===== src/rtl/neuron_seq_ctrl.sv =====
// Sequencer for one Neuron image pass: issues ROWS row selects, fires each row's
// Reg_Stage capture LAT1 cycles later, waits LAT2 more cycles for the final
// result, pulses ENX for the output flop and then reports done.
module neuron_seq_ctrl #(
    parameter int unsigned ROWS = 28,
    parameter int unsigned LAT1 = 6,
    parameter int unsigned LAT2 = 5
) (
    input  logic            clk,
    input  logic            GlobalReset,
    input  logic            start,
    input  logic            abort,
    output logic            busy,
    output logic [4:0]      WeightX_Select,
    output logic [4:0]      PixelX_Select,
    output logic [ROWS-1:0] ENX_Int,
    output logic            ENX,
    output logic            done
);

    typedef enum logic [2:0] {
        StIdle  = 3'd0,
        StIssue = 3'd1,
        StFlush = 3'd2,
        StFinal = 3'd3,
        StDone  = 3'd4
    } state_e;

    localparam logic [4:0] RowLast = 5'(ROWS - 1);
    // FLUSH spans the LAT1 capture tail after the last row plus LAT2 settle cycles.
    localparam logic [4:0] FlushLoad = 5'(LAT1 + LAT2 - 1);

    state_e                     state_q, state_d;
    logic [4:0]                 row_q, row_d;
    logic [4:0]                 flush_q, flush_d;
    logic [LAT1-1:0]            dl_valid_q;
    logic [LAT1-1:0][4:0]       dl_row_q;
    logic                       in_flight;
    logic                       kill;
    logic                       issue_valid;

    assign in_flight   = (state_q == StIssue) || (state_q == StFlush) || (state_q == StFinal);
    assign kill        = abort && in_flight;
    assign issue_valid = (state_q == StIssue);

    // Next-state logic for the FSM, row counter and FLUSH down-counter.
    always_comb begin
        state_d = state_q;
        row_d   = row_q;
        flush_d = flush_q;
        unique case (state_q)
            StIdle: begin
                if (start && !abort) state_d = StIssue;
            end
            StIssue: begin
                if (row_q == RowLast) begin
                    state_d = StFlush;
                    row_d   = 5'd0;
                    flush_d = FlushLoad;
                end else begin
                    row_d = row_q + 5'd1;
                end
            end
            StFlush: begin
                if (flush_q == 5'd0) state_d = StFinal;
                else                 flush_d = flush_q - 5'd1;
            end
            StFinal: state_d = StDone;
            StDone:  state_d = StIdle;
            default: state_d = StIdle;
        endcase
        if (kill) begin
            state_d = StIdle;
            row_d   = 5'd0;
            flush_d = 5'd0;
        end
    end

    // State and counter registers with synchronous active-low reset.
    always_ff @(posedge clk) begin
        if (!GlobalReset) begin
            state_q <= StIdle;
            row_q   <= 5'd0;
            flush_q <= 5'd0;
        end else begin
            state_q <= state_d;
            row_q   <= row_d;
            flush_q <= flush_d;
        end
    end

    // Token delay line: each issued row re-emerges LAT1 cycles later as a capture enable.
    always_ff @(posedge clk) begin
        if (!GlobalReset || kill) begin
            dl_valid_q <= '0;
            dl_row_q   <= '0;
        end else begin
            dl_valid_q[0] <= issue_valid;
            dl_row_q[0]   <= row_q;
            for (int i = 1; i < int'(LAT1); i++) begin
                dl_valid_q[i] <= dl_valid_q[i-1];
                dl_row_q[i]   <= dl_row_q[i-1];
            end
        end
    end

    // Moore outputs decoded from the state and the delay-line tail.
    always_comb begin
        busy           = in_flight;
        WeightX_Select = issue_valid ? row_q : 5'd0;
        PixelX_Select  = issue_valid ? row_q : 5'd0;
        ENX            = (state_q == StFinal);
        done           = (state_q == StDone);
        ENX_Int        = '0;
        for (int k = 0; k < int'(ROWS); k++) begin
            ENX_Int[k] = dl_valid_q[LAT1-1] && (dl_row_q[LAT1-1] == 5'(k));
        end
    end

endmodule


===== config.mk =====
export PLATFORM = sky130hd
export DESIGN_NAME = neuron_seq_ctrl
export DESIGN_NICKNAME = d
export VERILOG_FILES = /design/src/rtl/neuron_seq_ctrl.sv
export SDC_FILE = /design/constraint.sdc
export NUM_CORES = 1
export LEC_CHECK = 0
export CORE_MARGIN = 3
export CORE_UTILIZATION = 52
export DETAILED_ROUTE_END_ITERATION = 10
export HOLD_SLACK_MARGIN = 0.06
export PLACE_DENSITY = 0.83
export SLEW_MARGIN = 0
export SYNTH_ARGS = -nofsm -noshare
export SYNTH_HDL_FRONTEND = slang
export SYNTH_SLANG_ARGS = --single-unit

===== constraint.sdc =====
create_clock -name clk -period 3.61 [get_ports clk]
set_input_delay 1.083 -clock clk [delete_from_list [all_inputs] [get_ports clk]]
set_output_delay 1.083 -clock clk [all_outputs]
set_load 0.02 [all_outputs]

==> flow_metrics.py <==
metrics = {
    "synth": {
        "ys_seq_elements": 49,
        "syn-cell-area_sq_mm": 0.00192,
        "synth_edf_count": 0,
        "synthesis.nets": 215,
        "async_reset_ff_share_pct": 0,
        "ys.flop_type": "dfxtp_1",
        "synth_seq_area_share_pct": 51.2,
        "yosysMostFrequentCell": "dfxtp_1",
        "synth_top_area_share_pct": 51.2,
        "postSynthAreaPerCell_sq_um": 9.17,
        "synth_area_leader_cell": "dfxtp_1",
        "synth.area.top_cells": "dfxtp_1 51%, and2_1 14%, nor2_1 7.4%, buf_4 2.7%, a21oi_1 2.4%",
        "synth_commonest_cells": "49 x dfxtp_1, 42 x and2_1, 38 x nor2_1, 9 x a21oi_1, 8 x nand2_1",
        "syn_inst": 209,
        "yosys_warnings": 0,
        "ys_types": 36,
    },
    "die": {
        "coreArea_sq_mm": 0.00344,
        "die_w_um": 66.7,
        "die_area_sq_mm": 0.00445,
        "ios": 45,
        "fp-row-count": 21,
        "initial_utilization_pct": 55.7,
        "die_h_um": 66.7,
    },
    "drt": {
        "met3_wirelength_um": 304,
        "ant_nets": 0,
        "top_layer": "met4",
        "drc": 0,
        "route.met2.wl_um": 1560,
        "drt_iter0_drc": 41,
        "firstDrtPassIters": 4,
        "viasPerCell": 4.93,
        "wirelength_um": 3380,
        "wl_per_cell_um": 11.5,
        "via_count": 1448,
        "wl_met1_um": 1500,
    },
    "timing": {
        "min_period_ps": 3220,
        "worstMarginPinSlew_ps": 570,
        "maxClockFrequency_ghz": 0.310,
        "rsz0062_at_grt": "no",
        "max-slew-margin-rel_pct": 61.8,
        "timing.final.crit_share_pct": 89.3,
        "worst_clock_skew_ps": 5.77,
        "hold_viol_final": 0,
        "tns_ps": 0,
        "setup_violations": 0,
        "finalMaxSlewViolations": 0,
        "setup_ws_ps": 385,
    },
    "worst_setup_path": {
        "worst_r2r_endpoint": "flush_q[0]$_SDFFE_PP0P_",
        "critical_path_class": "flop to output pin",
        "r2r-start": "state_q[0]$_SDFFE_PP0P_",
        "worstSetupEndpoint": "PixelX_Select[1]",
        "reg2reg_slack_ps": 1790,
        "arrival_ps": 2140,
        "reg2reg_depth": 4,
        "crit_required_ps": 2530,
        "startpoint": "state_q[0]$_SDFFE_PP0P_",
        "crit_path_start_kind": "flop",
        "critPathCaptureType": "output pin",
        "critPathMaxFanout": 11,
    },
    "clock_tree": {
        "cts_tree": "yes",
        "worstSkewPairLatency_ps": 290,
        "hold_buffers": 0,
        "htreeDepth": 2,
        "cts_buffer_depth": 2,
        "clkTransAtPathRegs_ps": 80,
        "cts_inserted_buffers": 5,
        "clockRootBuffer": "clkbuf_8",
        "ctsResizeCount": 0,
        "post-cts-setup-buffers": 0,
        "cts_num_sinks": 49,
    },
    "flow_run": {
        "maxCapViolCount": 0,
    },
    "power": {
        "switching_share_pct": 19.2,
        "p_int_w": 0.000784,
        "power_density_mw_per_mm2": 395,
        "power_frac_seq_pct": 56.5,
        "leakage_nw": 0.957,
        "pwr-share-comb_pct": 3.6,
        "p_sw_w": 0.000186,
        "power_w": 0.000970,
        "clock_power_share_pct": 39.9,
        "ir_worst_vdd_mv": 0.262,
    },
    "grt": {
        "grt_pass1_vias": 1337,
        "grt_overflow": 0,
        "grt_antenna_before_repair": 0,
        "grt_pass1_wl_um": 5590,
        "track_usage_pct": 16.5,
        "grt_max_degree": 39,
    },
    "hold_path": {
        "hold_class": "flop to flop",
        "whs_path_depth": 1,
    },
    "final_layout": {
        "drive_above_1_share_pct": 6.05,
        "seq_area_sq_um": 981,
        "layout.nets": 253,
        "fin_util_pct": 71.4,
        "fill_cells": 269,
        "fin_area_sq_mm": 0.00246,
        "syn_to_final_growth_pct": 28.3,
        "multiInputGateArea_sq_um": 832,
        "antenna_cells": 0,
    },
    "placed_design": {
        "port_buffers": 44,
        "hpwl_um": 2420,
        "placed_cell_area_sq_mm": 0.00234,
        "dp_slack_ps": 730,
        "routabilityCongestion": 0.708,
    },
    "outcome": {
        "outcome": "finished clean",
    },
}
[power groups by stage]
stage / Clock, W / Sequential [W] / Combinational, W
after floorplan: 0 / 0.000560 / 0.0000248
after detailed placement: 0 / 0.000561 / 0.0000347
after CTS: 0.000400 / 0.000548 / 0.0000348
after global routing: 0.000420 / 0.000549 / 0.0000389
final: 0.000387 / 0.000548 / 0.0000345
after global placement: 0 / 0.000561 / 0.0000341
[worst max-delay path, stage by stage, from the launching register on]
cell and delay (ps):
dfxtp_1 460, nor3b_2 540, and2_1 240, clkdlybuf4s50_1 610
[routing by layer]
| metal | global-route usage [%] | vias to the layer above |
|---|---|---|
| met1 | 17.2 | 653 |
| met4 | 6.09 | 0 |
| met2 | 29.1 | 45 |
| met3 | 7.08 | 2 |
| li1 | - | 748 |
| met5 | 0 | - |
[logic make-up after synthesis]
| kind of cell | share of synthesized area, % |
|---|---|
| AND/OR/NAND/NOR | 32.9 |
| flip-flops | 51.2 |
| AO/OA/AOI/OAI | 7.71 |
| buffers and inverters | 5.36 |
| multiplexers | 1.05 |
| adder cells (fa/ha/maj) | 1.31 |
| XOR/XNOR | 0.457 |
[worst min-delay path by stage]
stage / startpoint / to
after floorplan: dl_row_q[5]$_SDFF_PP0_ / dl_row_q[10]$_SDFF_PP0_
after global placement: dl_row_q[9]$_SDFF_PP0_ / dl_row_q[14]$_SDFF_PP0_
after CTS: dl_row_q[19]$_SDFF_PP0_ / dl_row_q[24]$_SDFF_PP0_
after detailed placement: dl_valid_q[4]$_SDFF_PP0_ / dl_valid_q[5]$_SDFF_PP0_
final: dl_row_q[19]$_SDFF_PP0_ / dl_row_q[24]$_SDFF_PP0_
after global routing: dl_row_q[19]$_SDFF_PP0_ / dl_row_q[24]$_SDFF_PP0_
[state kept, by name, indices dropped and copies added (netlist names)]
register    count
dl_row_q       30
state_q         3
flush_q         5
dl_valid_q      6
row_q           5
[layout make-up]
type | count | share of cell area (%)
clock buffers | 7 | 3.51
clock inverters | 1 | 1.22
inverters | 4 | 0.611
multi-input cells | 141 | 33.9
flip-flops and latches | 49 | 39.9
well taps | 46 | 2.34
repair buffers | 46 | 18.5
[placed cells by master (no fill, tap or decap), types with 2 or more instances in the layout]
cell / n
o21ai_0: 3
nor2b_1: 4
nor4_1: 3
buf_4: 2
nand4_1: 2
o21a_1: 3
nand3_1: 4
nand2b_1: 3
a21oi_1: 9
dfxtp_1: 49
nor2_1: 38
nor3b_1: 2
inv_1: 4
clkdlybuf4s50_1: 44
ha_1: 2
nand2_1: 8
clkbuf_8: 6
mux2i_1: 2
and2_1: 42
[stage by stage]
stage                     hold slack, ps  cells
after floorplan                      406    209
after global placement               408    286
after detailed placement             414    286
after CTS                            428    294
after global routing                 436    294
final                                427    294
(Power assumes the default switching activity.)
